### src/rtl/imem_loader.sv
// ============================================================================
// Module   : imem_loader
// Brief    : Boot image byte stream -> 32-bit little-endian instruction writes.
// Revision : 1.0 - initial release
// ============================================================================
`default_nettype none

module imem_loader #(
  parameter int          MEM_BYTES = 4096,
  parameter logic [31:0] BASE_ADDR = 32'hBFC00000
) (
  input  logic        clk,
  input  logic        rst,
  input  logic        start,
  input  logic        byte_valid,
  input  logic [7:0]  byte_data,
  output logic        byte_ready,
  output logic        WE,
  output logic [31:0] WA,
  output logic [31:0] WD,
  output logic        busy,
  output logic        done,
  output logic        err,
  output logic        cpu_hold
);

  localparam int CNT_W = $clog2(MEM_BYTES) + 1;
  localparam int OFS_W = $clog2(MEM_BYTES);
  localparam logic [CNT_W-1:0] CNT_ONE   = CNT_W'(1);
  localparam logic [31:0]      MAX_LEN   = 32'(MEM_BYTES);

  typedef enum logic [2:0] {
    S_IDLE = 3'd0,
    S_HDR  = 3'd1,
    S_DATA = 3'd2,
    S_DONE = 3'd3,
    S_ERR  = 3'd4
  } state_t;

  state_t           state_q, state_d;
  logic [1:0]       hdr_cnt_q, hdr_cnt_d;
  logic [31:0]      len_q, len_d;
  logic [CNT_W-1:0] byte_cnt_q, byte_cnt_d;
  logic [31:0]      acc_q, acc_d;
  logic             we_q, we_d;
  logic [31:0]      wa_q, wa_d;
  logic [31:0]      wd_q, wd_d;

  logic             xfer;
  logic [1:0]       lane;
  logic [31:0]      merged;
  logic [31:0]      len_new;
  logic             last_byte;
  logic [OFS_W-1:0] word_ofs;

  assign byte_ready = (state_q == S_HDR) || (state_q == S_DATA);
  assign xfer       = byte_valid && byte_ready;
  assign lane       = byte_cnt_q[1:0];
  assign merged     = acc_q | ({24'd0, byte_data} << {lane, 3'b000});
  // Header bytes enter at the top and shift down, so the first lands in [7:0].
  assign len_new    = {byte_data, len_q[31:8]};
  assign last_byte  = ((32'(byte_cnt_q) + 32'd1) == len_q);
  assign word_ofs   = {byte_cnt_q[OFS_W-1:2], 2'b00};

  always_comb begin
    state_d    = state_q;
    hdr_cnt_d  = hdr_cnt_q;
    len_d      = len_q;
    byte_cnt_d = byte_cnt_q;
    acc_d      = acc_q;
    we_d       = 1'b0;
    wa_d       = wa_q;
    wd_d       = wd_q;

    case (state_q)
      S_IDLE, S_DONE, S_ERR: begin
        if (start) begin
          state_d    = S_HDR;
          hdr_cnt_d  = 2'd0;
          len_d      = 32'd0;
          byte_cnt_d = '0;
          acc_d      = 32'd0;
        end
      end
      S_HDR: begin
        if (xfer) begin
          len_d     = len_new;
          hdr_cnt_d = hdr_cnt_q + 2'd1;
          if (hdr_cnt_q == 2'd3) begin
            byte_cnt_d = '0;
            acc_d      = 32'd0;
            if (len_new == 32'd0)       state_d = S_DONE;
            else if (len_new > MAX_LEN) state_d = S_ERR;
            else                        state_d = S_DATA;
          end
        end
      end
      S_DATA: begin
        if (xfer) begin
          byte_cnt_d = byte_cnt_q + CNT_ONE;
          if ((lane == 2'd3) || last_byte) begin
            we_d  = 1'b1;
            wa_d  = BASE_ADDR + 32'(word_ofs);
            wd_d  = merged;
            acc_d = 32'd0;
          end else begin
            acc_d = merged;
          end
          if (last_byte) state_d = S_DONE;
        end
      end
      default: state_d = S_IDLE;
    endcase
  end

  always_ff @(posedge clk) begin
    if (rst) begin
      state_q    <= S_IDLE;
      hdr_cnt_q  <= 2'd0;
      len_q      <= 32'd0;
      byte_cnt_q <= '0;
      acc_q      <= 32'd0;
      we_q       <= 1'b0;
      wa_q       <= 32'd0;
      wd_q       <= 32'd0;
    end else begin
      state_q    <= state_d;
      hdr_cnt_q  <= hdr_cnt_d;
      len_q      <= len_d;
      byte_cnt_q <= byte_cnt_d;
      acc_q      <= acc_d;
      we_q       <= we_d;
      wa_q       <= wa_d;
      wd_q       <= wd_d;
    end
  end

  assign WE       = we_q;
  assign WA       = wa_q;
  assign WD       = wd_q;
  assign busy     = (state_q == S_HDR) || (state_q == S_DATA);
  assign done     = (state_q == S_DONE);
  assign err      = (state_q == S_ERR);
  assign cpu_hold = (state_q != S_DONE);

endmodule

`default_nettype wire

### config.mk
export PLATFORM = sky130hd
export DESIGN_NAME = imem_loader
export DESIGN_NICKNAME = d
export VERILOG_FILES = /design/src/rtl/imem_loader.sv
export SDC_FILE = /design/constraint.sdc
export NUM_CORES = 1
export LEC_CHECK = 0
export ABC_AREA = 1
export CAP_MARGIN = 5
export CORE_MARGIN = 2
export CORE_UTILIZATION = 50
export CTS_CLUSTER_DIAMETER = 80
export DETAILED_ROUTE_END_ITERATION = 8
export GPL_TIMING_DRIVEN = 0
export PLACE_DENSITY_LB_ADDON = 0.08
export SYNTH_ARGS = -nofsm -noshare
export SYNTH_HDL_FRONTEND = slang
export SYNTH_SLANG_ARGS = --single-unit
### constraint.sdc
create_clock -name clk -period 1.8 [get_ports clk]
set_input_delay 0.18 -clock clk [delete_from_list [all_inputs] [get_ports clk]]
set_output_delay 0.18 -clock clk [all_outputs]
set_load 0.005 [all_outputs]
==> impl_summary.txt, run 1 <==
----------------------------------------------------
[Synth]
  Synth Area in XOR/XNOR ... 0%
  Distinct cells, synth ... 33
  Multiplexer area fraction after synthesis ... 0%
  Cell count after synthesis ... 896
  Fraction of the yosys area taken by sequential cells ... 39.8%
  Flop and latch count out of synthesis ... about 130
  Average size of a mapped cell ... roughly 7.1 um2
  Simple-gate share of the synthesized area ... between 20% and 30%
  Post-synthesis adder-cell area fraction ... 0.395%
  Yosys warns ... 0
  Compound-gate portion of the synthesized area ... 22.6%
  EDFF count, synth ... 0
  Main combinational cell family by area after synthesis ... simple AND/OR/NAND/NOR gates
  Asr flop ratio synth ... 0%
  Post-Synthesis Cell Area ... 6330 um2
  Main synth FF type ... sky130_fd_sc_hd__dfxtp_1

[Min path]
  Class of the tightest hold or removal check ... input pin to flip-flop

[Clock network]
  Cts bufs inserted ... 17
  Clock Sink Count ... 126
  TritonCTS clock tree ... done
  Clock latency on the worst-skew pair ... 0.42 ns
  CTS Root Buffer Type ... sky130_fd_sc_hd__clkbuf_16
  H-Tree Level Count ... 4
  CTS max path bufs ... 2
  Clock transition time at the flip-flop clock pins of the worst setup and hold paths ... 0.06 ns

[Detailed routing]
  Antenna Violating Nets Remaining ... 0
  Average wire per cell in the routed design ... 15.5 um
  Violation count after the first detailed-routing iteration ... roughly 570
  Via Count ... 6755
  Detailed-route DRC error count ... 0
  Via/cell ratio ... between 5 and 6
  Number of iterations in the first detailed-routing pass ... 5
  Routed Wire Length ... around 19 mm

[Timing]
  Transition time of the tightest slew-check pin ... 0.740 ns
  Final number of setup-violating endpoints ... 82
  Highest achievable clock rate ... 429 MHz
  Slew HR ... approximately 50%
  Slew Limit Fails ... 0
  Worst slack on hold paths ... 0.316 ns
  Fin Clk Skew ... between 0.007 and 0.008 ns
  RSZ-0062 raised after global routing ... yes
  Post-route fraction of the period consumed by the critical path ... 130%
  Worst setup margin ... -0.533 ns
  Final Hold Fails ... 0
  Post-route minimum period ... 2.33 ns

[Die]
  Die area ... about 14000 um2
  Initial standard-cell utilization of the core ... between 50 and 60%
  Number of top-level design ports ... 82
  Core Region ... 12500 um2
  Die outline height ... 117 um
  Horizontal die dimension ... 117 um
  Cell row count ... 41

[Placement]
  RePlAce Congestion ... 0.955
  Instance count after placement with tap cells included ... 1147
  Count of input and output buffers ... 67
  Detail Placement HPWL ... ~12 mm

[Critical path]
  Largest fanout on the critical path ... 7
  CP Data Arrival Time ... 2.64 ns
  Crit Path Category ... flip-flop to flip-flop
  CP startpoint kind ... flip-flop
  Endpoint class of the critical path ... flip-flop
  Required time at the endpoint of the critical path ... 2.11 ns

[Global routing]
  Vias in the first global route ... 5927
  Largest net degree at the start of global routing ... 17
  Global route total overflow ... 0
  Wire length of the first global-routing pass ... 29.3 mm
  GRT Overall Usage ... 27.8%
  Number of antenna violations at the first check in global routing ... 0

[Layout]
  Share of cells above drive strength 1 ... 24.4%
  Layout net count ... about 1100
  Layout-stage area growth over the synthesis result ... 41.2%
  Diodes inserted ... 0
  Post-Layout Cell Count ... 1246

[Power and ir drop]
  Largest vdd supply drop ... between 1 and 1.5 mV
  Total leakage power ... about 3.7 nW
  Pwr Density ... 1760 nW/um2

[Run status]
  Violated checks ... negative setup slack
  Run status ... finished, violations left

[Run]
  Max-cap check violation count ... 0

----------------------------------------------------
==> placed cells by master (no fill, tap or decap), drive strengths merged, types with 17 or more instances in the layout <==
cell type and count:
nand2 152, nor2 118, buf 118, clkdlybuf4s50 64, dfxtp 126, a21oi 95, o21bai 17, clkbuf 60
o21ai 79, a211oi 33, nand3 78, inv 86
==> sequential cells by signal, indices dropped and copies added, names as in the netlist <==
name / count
WD: 32
acc_q: 32
len_q: 32
byte_cnt_q: 13
WA: 11
state_q: 3
hdr_cnt_q: 2
WE: 1
==> critical path: stages, from the launching register on <==
cell and delay (ns):
sky130_fd_sc_hd__dfxtp_4 0.36, sky130_fd_sc_hd__ha_4 0.17, sky130_fd_sc_hd__buf_4 0.14, sky130_fd_sc_hd__nand3_2 0.10
sky130_fd_sc_hd__nand2_1 0.10, sky130_fd_sc_hd__nand2_1 0.13, sky130_fd_sc_hd__nand2_1 0.07, sky130_fd_sc_hd__nand2_1 0.06
sky130_fd_sc_hd__nand2_1 0.06, sky130_fd_sc_hd__nor2_1 0.12, sky130_fd_sc_hd__nand2_1 0.07, sky130_fd_sc_hd__nor2_2 0.09
sky130_fd_sc_hd__nand2_2 0.10, sky130_fd_sc_hd__nand2_4 0.14, sky130_fd_sc_hd__buf_12 0.17, sky130_fd_sc_hd__clkbuf_16 0.15
sky130_fd_sc_hd__nand3_2 0.05, sky130_fd_sc_hd__nand2_1 0.08, sky130_fd_sc_hd__nor2_1 0.05
==> kinds of logic (layout without fill, tap and decap cells) <==
family | Yosys count | after routing
AND/OR/NAND/NOR | 355 | 355
AO/OA/AOI/OAI | 242 | 242
buffers and inverters | 170 | 336
flip-flops | 126 | 126
adder cells (fa/ha/maj) | 2 | 2
other | 1 | 13
==> cell usage after synthesis, types with 2 or more instances <==
cell type | n | area, um2
sky130_fd_sc_hd__a21oi_2 | 10 | 87.6
sky130_fd_sc_hd__a21oi_1 | 85 | 425
sky130_fd_sc_hd__buf_4 | 25 | 188
sky130_fd_sc_hd__clkbuf_1 | 29 | 109
sky130_fd_sc_hd__buf_6 | 11 | 124
sky130_fd_sc_hd__buf_1 | 4 | 15.0
sky130_fd_sc_hd__o21ai_0 | 56 | 280
sky130_fd_sc_hd__nand2_2 | 3 | 18.8
sky130_fd_sc_hd__a31oi_1 | 8 | 50.1
sky130_fd_sc_hd__nor2_4 | 3 | 33.8
sky130_fd_sc_hd__a211oi_1 | 33 | 248
sky130_fd_sc_hd__inv_1 | 77 | 289
sky130_fd_sc_hd__buf_8 | 2 | 30.0
sky130_fd_sc_hd__dfxtp_1 | 126 | 2520
sky130_fd_sc_hd__o21bai_1 | 17 | 128
sky130_fd_sc_hd__nand3_1 | 78 | 390
sky130_fd_sc_hd__buf_2 | 11 | 55.1
sky130_fd_sc_hd__ha_1 | 2 | 25.0
sky130_fd_sc_hd__nand2_1 | 148 | 556
sky130_fd_sc_hd__o21ai_1 | 22 | 110
sky130_fd_sc_hd__nor2_2 | 4 | 25.0
sky130_fd_sc_hd__inv_2 | 9 | 33.8
sky130_fd_sc_hd__nand4_1 | 6 | 37.5
sky130_fd_sc_hd__nor2_1 | 111 | 417
sky130_fd_sc_hd__a31o_2 | 8 | 70.1
==> where the power goes <==
group | internal, mW | total, mW | leakage (nW) | switching [mW]
registers | 3.66 | 4.26 | 1.03 | 0.602
clock network | 2.26 | 3.46 | 0.308 | 1.19
logic | 3.30 | 8.01 | 2.34 | 4.70
==> layer usage <==
metal  track usage (%)  up-vias  share of wire [%]
li1                  -     3278                  -
met1              37.6     3133                 43
met2              44.2      298                 46
met3              5.97       46                8.0
met4              9.44        0                2.5
met5                 0        -                  0
==> final timing paths <==
| kind | startpoint | to | slack [ns] | cells after the start |
|---|---|---|---|---|
| min reg2reg | WD[27] | WD[27] | 0.47 | 2 |
| max | byte_cnt_q[1] | WD[28] | -0.53 | 18 |
| max reg2reg | byte_cnt_q[1] | WD[28] | -0.53 | 18 |
| min | rst | acc_q[31] | 0.32 | 4 |
==> area by class of cell <==
cell class / count / area (um2)
tap: 172 / 215
sequential: 126 / 2540
clock inverter: 4 / 45.0
clock buffer: 28 / 567
timing repair buffer: 135 / 1340
fill: 1010 / 3530
inverter: 87 / 334
buffer: 82 / 604
multi-input combinational: 612 / 3290
==> timing repair <==
item,4_1_cts,5_1_grt
resized for setup,79,63
endpoints found under the setup margin,130,131
setup buffers,44,19
pin swaps,17,27
gates cloned,4,4
hold buffers,0,0
==> per-stage QoR <==
stage | setup slack [ns] | utilization, % | cell area, um2 | TNS (ns) | power [mW]
floorplan | -0.144 | - | 6400 | -7.93 | 8.68
global placement | -0.600 | 58.4 | 7280 | -48.02 | 10.2
detailed placement | -0.676 | 58.4 | 7280 | -49.05 | 10.3
CTS | -0.426 | 68.5 | 8530 | -30.33 | 14.6
global route | -0.670 | 71.7 | 8930 | -49.43 | 16.7
finish | -0.533 | 71.7 | 8930 | -39.42 | 15.7
Note: power is estimated with default switching activity, not from simulation.
==> run 2, diff against run 1 <==
--- a/config.mk
+++ b/config.mk
@@ -13,6 +13,7 @@
 export DETAILED_ROUTE_END_ITERATION = 8
 export GPL_TIMING_DRIVEN = 0
 export PLACE_DENSITY_LB_ADDON = 0.08
+export SLEW_MARGIN = 10
 export SYNTH_ARGS = -nofsm -noshare
 export SYNTH_HDL_FRONTEND = slang
 export SYNTH_SLANG_ARGS = --single-unit
==> results of run 2 <==
The final DEF is identical to that of run 1; final timing and power are the same.
==> run 3, diff against run 2 <==
--- a/config.mk
+++ b/config.mk
@@ -8,7 +8,7 @@
 export ABC_AREA = 1
 export CAP_MARGIN = 5
 export CORE_MARGIN = 2
-export CORE_UTILIZATION = 50
+export CORE_UTILIZATION = 42
 export CTS_CLUSTER_DIAMETER = 80
 export DETAILED_ROUTE_END_ITERATION = 8
 export GPL_TIMING_DRIVEN = 0
==> run 3 against run 2 <==
Effect of this change: non-clock buffer count is 25 lower; power fell by 0.61%; critical path type unchanged; first-iteration DRC count is 31% lower; sequential cell count stayed put; utilization fell by 11 points; global-route usage fell by 5.1 points; final area fell by 1.0%; die area is 18% higher; the run still ends with negative setup slack left; critical path depth decreased by 2; clock power increased by 3%; worst hold slack gained 0.041 ns; setup slack improved by 0.11 ns.
==> impl_summary.txt, run 3 (synthesized netlist as in run 1, its figures left out) <==
----------------------------------------------------
[Layout]
  Share of cells above drive strength 1 ... 23.0% (was 24.4%)
  Number of fill cells ... 1342 (was 1010)
  Diodes inserted ... 0 (unchanged)
  Layout-stage area growth over the synthesis result ... 39.7% (was 41.2%)
  Most common library cell in the layout ignoring fill and taps ... sky130_fd_sc_hd__nand2_1 (unchanged)
  Seq. cell area ... 2540 um2 (about the same)
  Layout net count ... 1050 (was 1075)
  Utilization after layout ... 60.4% (was 71.7%)
  Area occupied by multi-input gates ... 3300 um2 (was 3290 um2)
  Post-Layout Cell Count ... 1232 (was 1246)
  Commonest cells after routing, fill and taps aside ... 134 x sky130_fd_sc_hd__nand2_1, 119 x sky130_fd_sc_hd__dfxtp_1, 104 x sky130_fd_sc_hd__nor2_1 (was 131 x sky130_fd_sc_hd__nand2_1, 119 x sky130_fd_sc_hd__dfxtp_1, 105 x sky130_fd_sc_hd__nor2_1)

[Power and ir drop]
  Pwr Density ... 1770 nW/um2 (was 1760 nW/um2)
  Net switching fraction of the power ... 40.9% (was 41.3%)
  Cell internal pwr ... 9.25 mW (was 9.23 mW)
  Combinational group share of total power ... 50.1% (was 50.9%)
  P_sw ... 6.39 mW (was 6.50 mW)
  Sequential share of power ... 27.2% (was 27.1%)
  Total leakage power ... 3.64 nW (was 3.68 nW)
  Power share of the clock group ... 22.7% (was 22.0%)
  Largest vdd supply drop ... 1.38 mV (was 1.11 mV)

[Die]
  Initial standard-cell utilization of the core ... 43.2% (was 50.8%)
  Horizontal die dimension ... 127 um (was 117 um)
  Cell row count ... 44 (was 41)
  Die area ... 16100 um2 (was 13600 um2)
  Core Region ... 14600 um2 (was 12500 um2)
  Number of top-level design ports ... 82 (unchanged)
  Die outline height ... 127 um (was 117 um)

[Clock network]
  CTS max path bufs ... 2 (unchanged)
  Clock transition time at the flip-flop clock pins of the worst setup and hold paths ... 0.05 ns (was 0.06 ns)
  Cts bufs inserted ... 17 (unchanged)
  Clock latency on the worst-skew pair ... 0.42 ns (about the same)
  CTS Root Buffer Type ... sky130_fd_sc_hd__clkbuf_16 (unchanged)
  H-Tree Level Count ... 4 (unchanged)
  TritonCTS clock tree ... done (unchanged)
  Clock Sink Count ... 126 (unchanged)

[Critical path]
  CP max stage cell ... sky130_fd_sc_hd__dfxtp_2 (was sky130_fd_sc_hd__dfxtp_4)
  Critical-path cell list ... ha_4 > nand2_4 > nor2_4 > nand2_2 > o21ai_2 > nand2_1 > nand2_1 > nand3_1 > nor2_2 > nand2_2 > nand2_4 > buf_12 > buf_8 > nand3_1 > nand2_1 > nor2_1 (was ha_4 > buf_4 > nand3_2 > nand2_1 > nand2_1 > nand2_1 > nand2_1 > nand2_1 > nor2_1 > nand2_1 > nor2_2 > nand2_2 > nand2_4 > buf_12 > clkbuf_16 > nand3_2 > nand2_1 > nor2_1)
  CP Data Arrival Time ... 2.54 ns (was 2.64 ns)
  Slowest Stage Delay on Critical Path ... 0.35 ns (was 0.36 ns)
  Largest delay contributor family on the critical path ... simple AND/OR/NAND/NOR gates (unchanged)
  Crit Path Category ... flip-flop to flip-flop (unchanged)
  Endpoint class of the critical path ... flip-flop (unchanged)
  Dominant cell type by count on the critical path ... sky130_fd_sc_hd__nand2_1 (unchanged)
  CP Buf/Inv Count ... 2 (was 3)
  CP startpoint kind ... flip-flop (unchanged)
  Largest fanout on the critical path ... 6 (was 7)
  Required time at the endpoint of the critical path ... 2.11 ns (about the same)

[Min path]
  Class of the tightest hold or removal check ... input pin to flip-flop (unchanged)

[Global routing]
  Wire length of the first global-routing pass ... 29.0 mm (was 29.3 mm)
  GR Layer Usage met3 ... 5.31% (was 5.97%)
  Vias in the first global route ... 5671 (was 5927)
  Largest net degree at the start of global routing ... 17 (unchanged)
  GRT Overall Usage ... 22.7% (was 27.8%)
  Most used routing layer ... met2 (unchanged)
  GR Layer Usage met1 ... 31.9% (was 37.6%)
  Met2 track demand over resource ... 35.0% (was 44.2%)
  Global route total overflow ... 0 (unchanged)
  Number of antenna violations at the first check in global routing ... 0 (unchanged)

[Run status]
  Run status ... finished, violations left (unchanged)
  Violated checks ... negative setup slack (unchanged)

[Timing]
  Final Hold Fails ... 0 (unchanged)
  Post-route fraction of the period consumed by the critical path ... 124% (was 130%)
  Slew HR ... 51.9% (was 50.7%)
  Slew Limit Fails ... 0 (unchanged)
  Worst setup margin ... -0.425 ns (was -0.533 ns)
  Fin Clk Skew ... 0.00817 ns (was 0.00735 ns)
  Final number of setup-violating endpoints ... 82 (unchanged)
  Highest achievable clock rate ... 449 MHz (was 429 MHz)
  Post-route minimum period ... 2.22 ns (was 2.33 ns)
  Transition time of the tightest slew-check pin ... 0.722 ns (was 0.740 ns)
  RSZ-0062 raised after global routing ... yes (unchanged)

[Detailed routing]
  Average wire per cell in the routed design ... 15.3 um (was 15.5 um)
  Detailed-route DRC error count ... 0 (unchanged)
  Via Count ... 6344 (was 6755)
  Routed Wire Length ... 18.9 mm (was 19.3 mm)
  Antenna Violating Nets Remaining ... 0 (unchanged)
  Via/cell ratio ... 5.15 (was 5.42)
  Number of iterations in the first detailed-routing pass ... 5 (unchanged)
  Violation count after the first detailed-routing iteration ... 394 (was 567)

[Placement]
  Instance count after placement with tap cells included ... 1159 (was 1147)
  RePlAce Congestion ... 0.874 (was 0.955)
  Count of input and output buffers ... 67 (unchanged)
  Detail Placement HPWL ... 13.0 mm (was 12.4 mm)

[Run]
  Max-cap check violation count ... 0 (unchanged)

----------------------------------------------------
run 3: worst paths after layout:
kind | end | slack [ns] | cells past startpoint | startpoint
worst min register to register | WD[14] | 0.47 | 2 | WD[14]
worst max-delay path | WA[3] | -0.42 | 16 | byte_cnt_q[1]
worst max register to register | WA[3] | -0.42 | 16 | byte_cnt_q[1]
worst min-delay path | acc_q[0] | 0.36 | 4 | rst
run 3: power by group through the flow:
stage                     clock, mW  sequential, mW  combinational, mW
final                          3.55            4.26               7.83
after global routing           3.71            4.35               8.66
after CTS                      3.60            4.21               6.51
after detailed placement          0            4.22               6.10
after global placement            0            4.23               6.10
after floorplan                   0            4.08               4.61
run 3: worst reg2reg max path: cells and delay by family, from the launching register on:
family	cells	cell delay, ns
adder cells (fa/ha/maj)	1	0.17
buffers and inverters	2	0.29
flip-flops	1	0.35
AND/OR/NAND/NOR	12	1.17
AO/OA/AOI/OAI	1	0.14
run 3: timing repair:
item	4_1_cts	5_1_grt
hold buffers	0	0
setup buffers	13	24
cloned	2	6
pin swaps	6	20
endpoints found under the setup margin	130	135
resized for setup	62	93
run 3: through the flow:
step	instance area (um2)	setup slack (ns)	total power [mW]	setup TNS (ns)	hold WS (ns)
4_1_cts	8230	-0.428	14.3	-30.34	0.253
5_1_grt	8840	-0.592	16.7	-44.34	0.405
3_3_place_gp	7300	-0.670	10.3	-56.53	0.461
6_report	8840	-0.425	15.6	-30.71	0.358
2_1_floorplan	6400	-0.144	8.68	-7.93	0.380
3_5_place_dp	7300	-0.640	10.3	-53.86	0.467
run 3: cell type report:
cell class                      instances  share of cell area (%)
Tap cell                              184                    2.60
Multi-Input combinational cell        612                    37.4
Inverter                               87                    3.81
Sequential cell                       126                    28.7
Clock inverter                          6                    1.19
Timing Repair Buffer                  112                    13.4
Clock buffer                           25                    5.72
Buffer                                 80                    7.20
run 3: layer usage:
layer	share of wire, %	wire (um)
met1	47	8870
met3	6.0	1140
met5	0	0
met2	45	8590
met4	1.6	295
